`config.mk`:
```
export PLATFORM = sky130hd
export DESIGN_NAME = mem_arbiter
export DESIGN_NICKNAME = d
export VERILOG_FILES = /design/src/rtl/mem_arbiter_pkg.sv /design/src/rtl/mem_arbiter_rr2.sv /design/src/rtl/mem_arbiter.sv
export SDC_FILE = /design/constraint.sdc
export NUM_CORES = 1
export LEC_CHECK = 0
export CAP_MARGIN = 30
export CORE_AREA = 3 3 87 89
export DETAILED_ROUTE_END_ITERATION = 10
export DIE_AREA = 0 0 90 92
export GPL_ROUTABILITY_DRIVEN = 0
export MAX_ROUTING_LAYER = met4
export SLEW_MARGIN = 20
export SYNTH_ARGS = -nofsm -noshare
export SYNTH_HDL_FRONTEND = slang
export SYNTH_SLANG_ARGS = --single-unit
```
`constraint.sdc`:
```
create_clock -name clk -period 1.4 [get_ports clk]
set_input_delay 0.35 -clock clk [delete_from_list [all_inputs] [get_ports clk]]
set_output_delay 0.35 -clock clk [all_outputs]
set_load 0.005 [all_outputs]
```
`src/rtl/mem_arbiter_pkg.sv`:
```
// mem_arbiter shared types: FSM state and grant encodings.
// Optional fixed-priority build: MEM_ARB_FIXED_PRIO_EN.
package mem_arbiter_pkg;

  localparam int ARB_AW = 12;
  localparam int ARB_DW = 16;

  typedef enum logic [1:0] {
    IDLE    = 2'd0,
    SERVE_F = 2'd1,
    SERVE_D = 2'd2
  } state_e;

  localparam logic GNT_F = 1'b0;
  localparam logic GNT_D = 1'b1;

endpackage

```
`src/rtl/mem_arbiter_rr2.sv`:
```
// arb_rr2: 2-way picker (round-robin, or data-first when
// MEM_ARB_FIXED_PRIO_EN is defined).
module arb_rr2
  import mem_arbiter_pkg::*;
(
  input  logic f_elig,
  input  logic d_elig,
  input  logic last_grant,
  output logic gnt
);

`ifdef MEM_ARB_FIXED_PRIO_EN
  logic unused_last_grant;
  assign unused_last_grant = last_grant;

  always_comb begin
    gnt = GNT_F;
    if (d_elig) gnt = GNT_D;
  end
`else
  always_comb begin
    gnt = GNT_F;
    unique case ({f_elig, d_elig})
      2'b11:   gnt = ~last_grant;
      2'b01:   gnt = GNT_D;
      default: gnt = GNT_F;
    endcase
  end
`endif

endmodule

```
`src/rtl/mem_arbiter.sv`:
```
// mem_arbiter: shares the single-ported RAM between fetch and data.
// Optional fixed-priority tie-break: MEM_ARB_FIXED_PRIO_EN.
module mem_arbiter
  import mem_arbiter_pkg::*;
#(
  parameter int AW = ARB_AW,
  parameter int DW = ARB_DW
) (
  input  logic          clk,
  input  logic          rst_n,
  input  logic          f_req,
  input  logic [AW-1:0] f_addr,
  output logic          f_ack,
  output logic [DW-1:0] f_rdata,
  input  logic          d_req,
  input  logic          d_we,
  input  logic [AW-1:0] d_addr,
  input  logic [DW-1:0] d_wdata,
  output logic          d_ack,
  output logic [DW-1:0] d_rdata,
  output logic [AW-1:0] mem_address,
  output logic [DW-1:0] mem_in,
  output logic          mem_load,
  input  logic [DW-1:0] mem_out
);

  state_e        state_q, state_d;
  logic          f_ack_q, f_ack_d;
  logic          d_ack_q, d_ack_d;
  logic [DW-1:0] f_rdata_q, f_rdata_d;
  logic [DW-1:0] d_rdata_q, d_rdata_d;
  logic          last_grant;
  logic          gnt;
  logic          f_elig, d_elig;

  // A port is not re-granted while its own ack is still up.
  assign f_elig = f_req & ~f_ack_q;
  assign d_elig = d_req & ~d_ack_q;

`ifdef MEM_ARB_FIXED_PRIO_EN
  assign last_grant = GNT_D;
`else
  logic last_grant_q, last_grant_d;
  assign last_grant = last_grant_q;

  always_comb begin
    last_grant_d = last_grant_q;
    if (state_q == IDLE && (f_elig || d_elig))
      last_grant_d = gnt;
  end

  always_ff @(posedge clk or negedge rst_n) begin
    if (!rst_n) last_grant_q <= GNT_D;
    else        last_grant_q <= last_grant_d;
  end
`endif

  arb_rr2 u_pick (
    .f_elig     (f_elig),
    .d_elig     (d_elig),
    .last_grant (last_grant),
    .gnt        (gnt)
  );

  always_comb begin
    state_d   = state_q;
    f_ack_d   = 1'b0;
    d_ack_d   = 1'b0;
    f_rdata_d = f_rdata_q;
    d_rdata_d = d_rdata_q;
    unique case (state_q)
      IDLE: begin
        if (f_elig || d_elig)
          state_d = (gnt == GNT_D) ? SERVE_D : SERVE_F;
      end
      SERVE_F: begin
        f_rdata_d = mem_out;
        f_ack_d   = 1'b1;
        state_d   = IDLE;
      end
      SERVE_D: begin
        d_rdata_d = mem_out;
        d_ack_d   = 1'b1;
        state_d   = IDLE;
      end
      default: state_d = IDLE;
    endcase
  end

  always_ff @(posedge clk or negedge rst_n) begin
    if (!rst_n) begin
      state_q   <= IDLE;
      f_ack_q   <= 1'b0;
      d_ack_q   <= 1'b0;
      f_rdata_q <= '0;
      d_rdata_q <= '0;
    end else begin
      state_q   <= state_d;
      f_ack_q   <= f_ack_d;
      d_ack_q   <= d_ack_d;
      f_rdata_q <= f_rdata_d;
      d_rdata_q <= d_rdata_d;
    end
  end

  // Decoded from state so reset kills a write immediately.
  assign mem_load    = (state_q == SERVE_D) & d_we;
  assign mem_address = (state_q == SERVE_D) ? d_addr : f_addr;
  assign mem_in      = d_wdata;

  assign f_ack   = f_ack_q;
  assign d_ack   = d_ack_q;
  assign f_rdata = f_rdata_q;
  assign d_rdata = d_rdata_q;

endmodule

```
==> metrics.txt <==
Die Ht 92 µm; Slew Limit Fails 0; slew margin rel. 74.4%; syn_area_per_cell 15.0 µm²; Reg clk slew, reported paths 0.07 ns; Total GRT Usage 10.8%; max-cap viol count 0; CTS Buffer Depth 2; via count 1229; syn nets 174; Final Cell Area 2920 µm²; Final min period 1.86 ns; sequential area share after synthesis 54.8%; crit end category output port; first-pass GRT wire length 6870 µm; FILL cells 679; number of placed I/O pins 124; CTS tree done; PnR worst setup slack -0.457 ns; Peak VDD IR 0.752 mV; Mapped Cells 113; placed cells 287; met3 usage 3.28%; period utilization 133%; worst-path cell chain nor2b_4, buf_12, buf_8, mux2_4, buf_6; P&R area growth vs syn 72.4%; initial core utilization 24.8%; clock root cell clkbuf_8; share of layout cells above drive strength 1 43.0%; Residual DRC 0; unrepaired setup endpoints after global routing yes; Crit Path Max Fanout 8; Synth Register Bits 37; Non-Filler Instances 310; Iter 0 DRT Violations 32; initial antenna violation count 0; Final Setup Violations 13; IO Port Bufs 91; post-route ant nets 0; worst path required time 1.05 ns; die area 8280 µm²; drt total wl 4300 µm; Power Dens Cells 2020 nW/µm²; critical path class flip-flop to output port; crit path DAT 1.51 ns; met1 Use GR 11.4%; slowest stage delay, CP 0.41 ns; Distinct cells, synth 16; Worst R2R Path Depth 6; storage element area 927 µm²; Hold Fails Final Rpt 0; # diodes 0; Fin Clk Skew 0.00404 ns; clk_lat worst skew 0.28 ns; Site Rows 30; min-delay worst type input port to async pin; core area 6830 µm²; Hold Worst Slack 0.0182 ns; Post-Synthesis Cell Area 1690 µm²; status finished, violations left; grt ovf 0; pin count of the biggest net entering global routing 38; CTS buffer count 5; DP Area 2640 µm²; DP Wirelength 3100 µm; GRT busiest layer met2; number of H-tree levels 2; Worst setup SP type flip-flop; failing checks setup timing; area of the multi-input gates 662 µm²; total power 0.00588 W; Pre-Repair DR Iteration Count 2; met2 Use GR 18.9%; YS warnings 0; Peak Freq 538 MHz; NumNets Final 274; Die W 90 µm; worst slew pin tran 0.379 ns; vias in the first global route 1389; # clock sinks 37; vias per cell 3.96; Leakage 1.36 nW; Critical Path Slowest Stage Cell dfrtp_1; Avg WL per Cell 13.9 µm
## cells by family (layout without fill, tap and decap cells)
logic type | Yosys count | count (layout) | synth area share, %
flops | 37 | 37 | 54.8
buf+inv | 24 | 125 | 10.2
simple gates | 5 | 5 | 2.22
mux | 45 | 45 | 31.9
compound gates | 2 | 2 | 0.888
## area by class of cell
type / instances / share of cell area [%]
clock buffer: 6 / 2.49
sequential: 37 / 31.8
inverter: 3 / 0.386
timing repair buffer: 114 / 38.2
tap: 96 / 4.12
multi-input combinational: 52 / 22.7
clock inverter: 2 / 0.343
## worst paths after layout
path | start | to | slack [ns]
worst max register to register | state_q[1] | d_rdata[1] | 0.01
worst max-delay path | state_q[0] | mem_address[3] | -0.46
worst min register to register | d_rdata[6] | d_rdata[6] | 0.50
min in group clk | d_rdata[6] | d_rdata[6] | 0.50
worst min-delay path | rst_n | d_rdata[8] | 0.02
max in group asynchronous | rst_n | last_grant | 1.13
## synth_stat cells
cell type / n / share of area [%]
dfrtp_1: 36 / 53
mux2_2: 33 / 22
buf_4: 20 / 8.9
mux2_4: 9 / 8.0
inv_1: 3 / 0.67
mux2_1: 2 / 1.3
a31oi_1: 1 / 0.37
and2_1: 1 / 0.37
buf_6: 1 / 0.67
dfstp_2: 1 / 1.6
mux2i_1: 1 / 0.59
nand2b_1: 1 / 0.37
nor2b_1: 1 / 0.37
nor4b_1: 1 / 0.52
o31a_1: 1 / 0.52
or4b_1: 1 / 0.59
## layer usage
metal	vias up	share of wire, %	wire length (µm)
met4	0	1.3	57
met5	-	0	0
met1	594	39	1680
met2	51	53	2260
met3	10	6.9	296
li1	574	-	-
## state kept, by name, indices dropped and copies added (netlist names)
name and count:
d_rdata 16, f_rdata 16, state_q 2, d_ack 1, f_ack 1, last_grant 1
## power breakdown
| part | switching, W | total [W] | internal (W) |
|---|---|---|---|
| sequential | 0.000277 | 0.00191 | 0.00164 |
| clock | 0.000361 | 0.000706 | 0.000345 |
| combinational | 0.00104 | 0.00326 | 0.00222 |
| total | 0.00167 | 0.00588 | 0.00420 |
## critical path: cells and delay by family, from the launching register on
| family | cells | cell delay, ns |
|---|---|---|
| flops | 1 | 0.41 |
| buf+inv | 3 | 0.36 |
| mux | 1 | 0.30 |
| simple gates | 1 | 0.16 |
## what timing repair did
item	in CTS	in global routing
setup endpoints to repair	60	28
gates resized for setup	118	7
hold buffers	0	0
buffers inserted	14	1
pin swaps	0	1
## cells in the final DEF (no fill, tap or decap), drive strengths merged
| master | instances |
|---|---|
| mux2 | 44 |
| clkdlybuf4s50 | 43 |
| buf | 37 |
| dfrtp | 36 |
| dlygate4sd2 | 34 |
| clkbuf | 6 |
| inv | 3 |
| clkinv | 2 |
| nand2b | 1 |
| nor2b | 1 |
| and2 | 1 |
| nor4b | 1 |
| o31a | 1 |
| or4b | 1 |
| mux2i | 1 |
| a31oi | 1 |
| dfstp | 1 |
## stage by stage
step / setup slack, ns / setup TNS, ns / utilization (%)
final: -0.457 / -5.16 / 42.7
after floorplan: 0.00524 / 0 / -
after global placement: -0.451 / -6.48 / 38.7
after detailed placement: -0.449 / -6.47 / 38.7
after CTS: -0.474 / -5.36 / 42.1
after global routing: -0.519 / -6.01 / 42.7
Power figures use the tool's default switching activity.
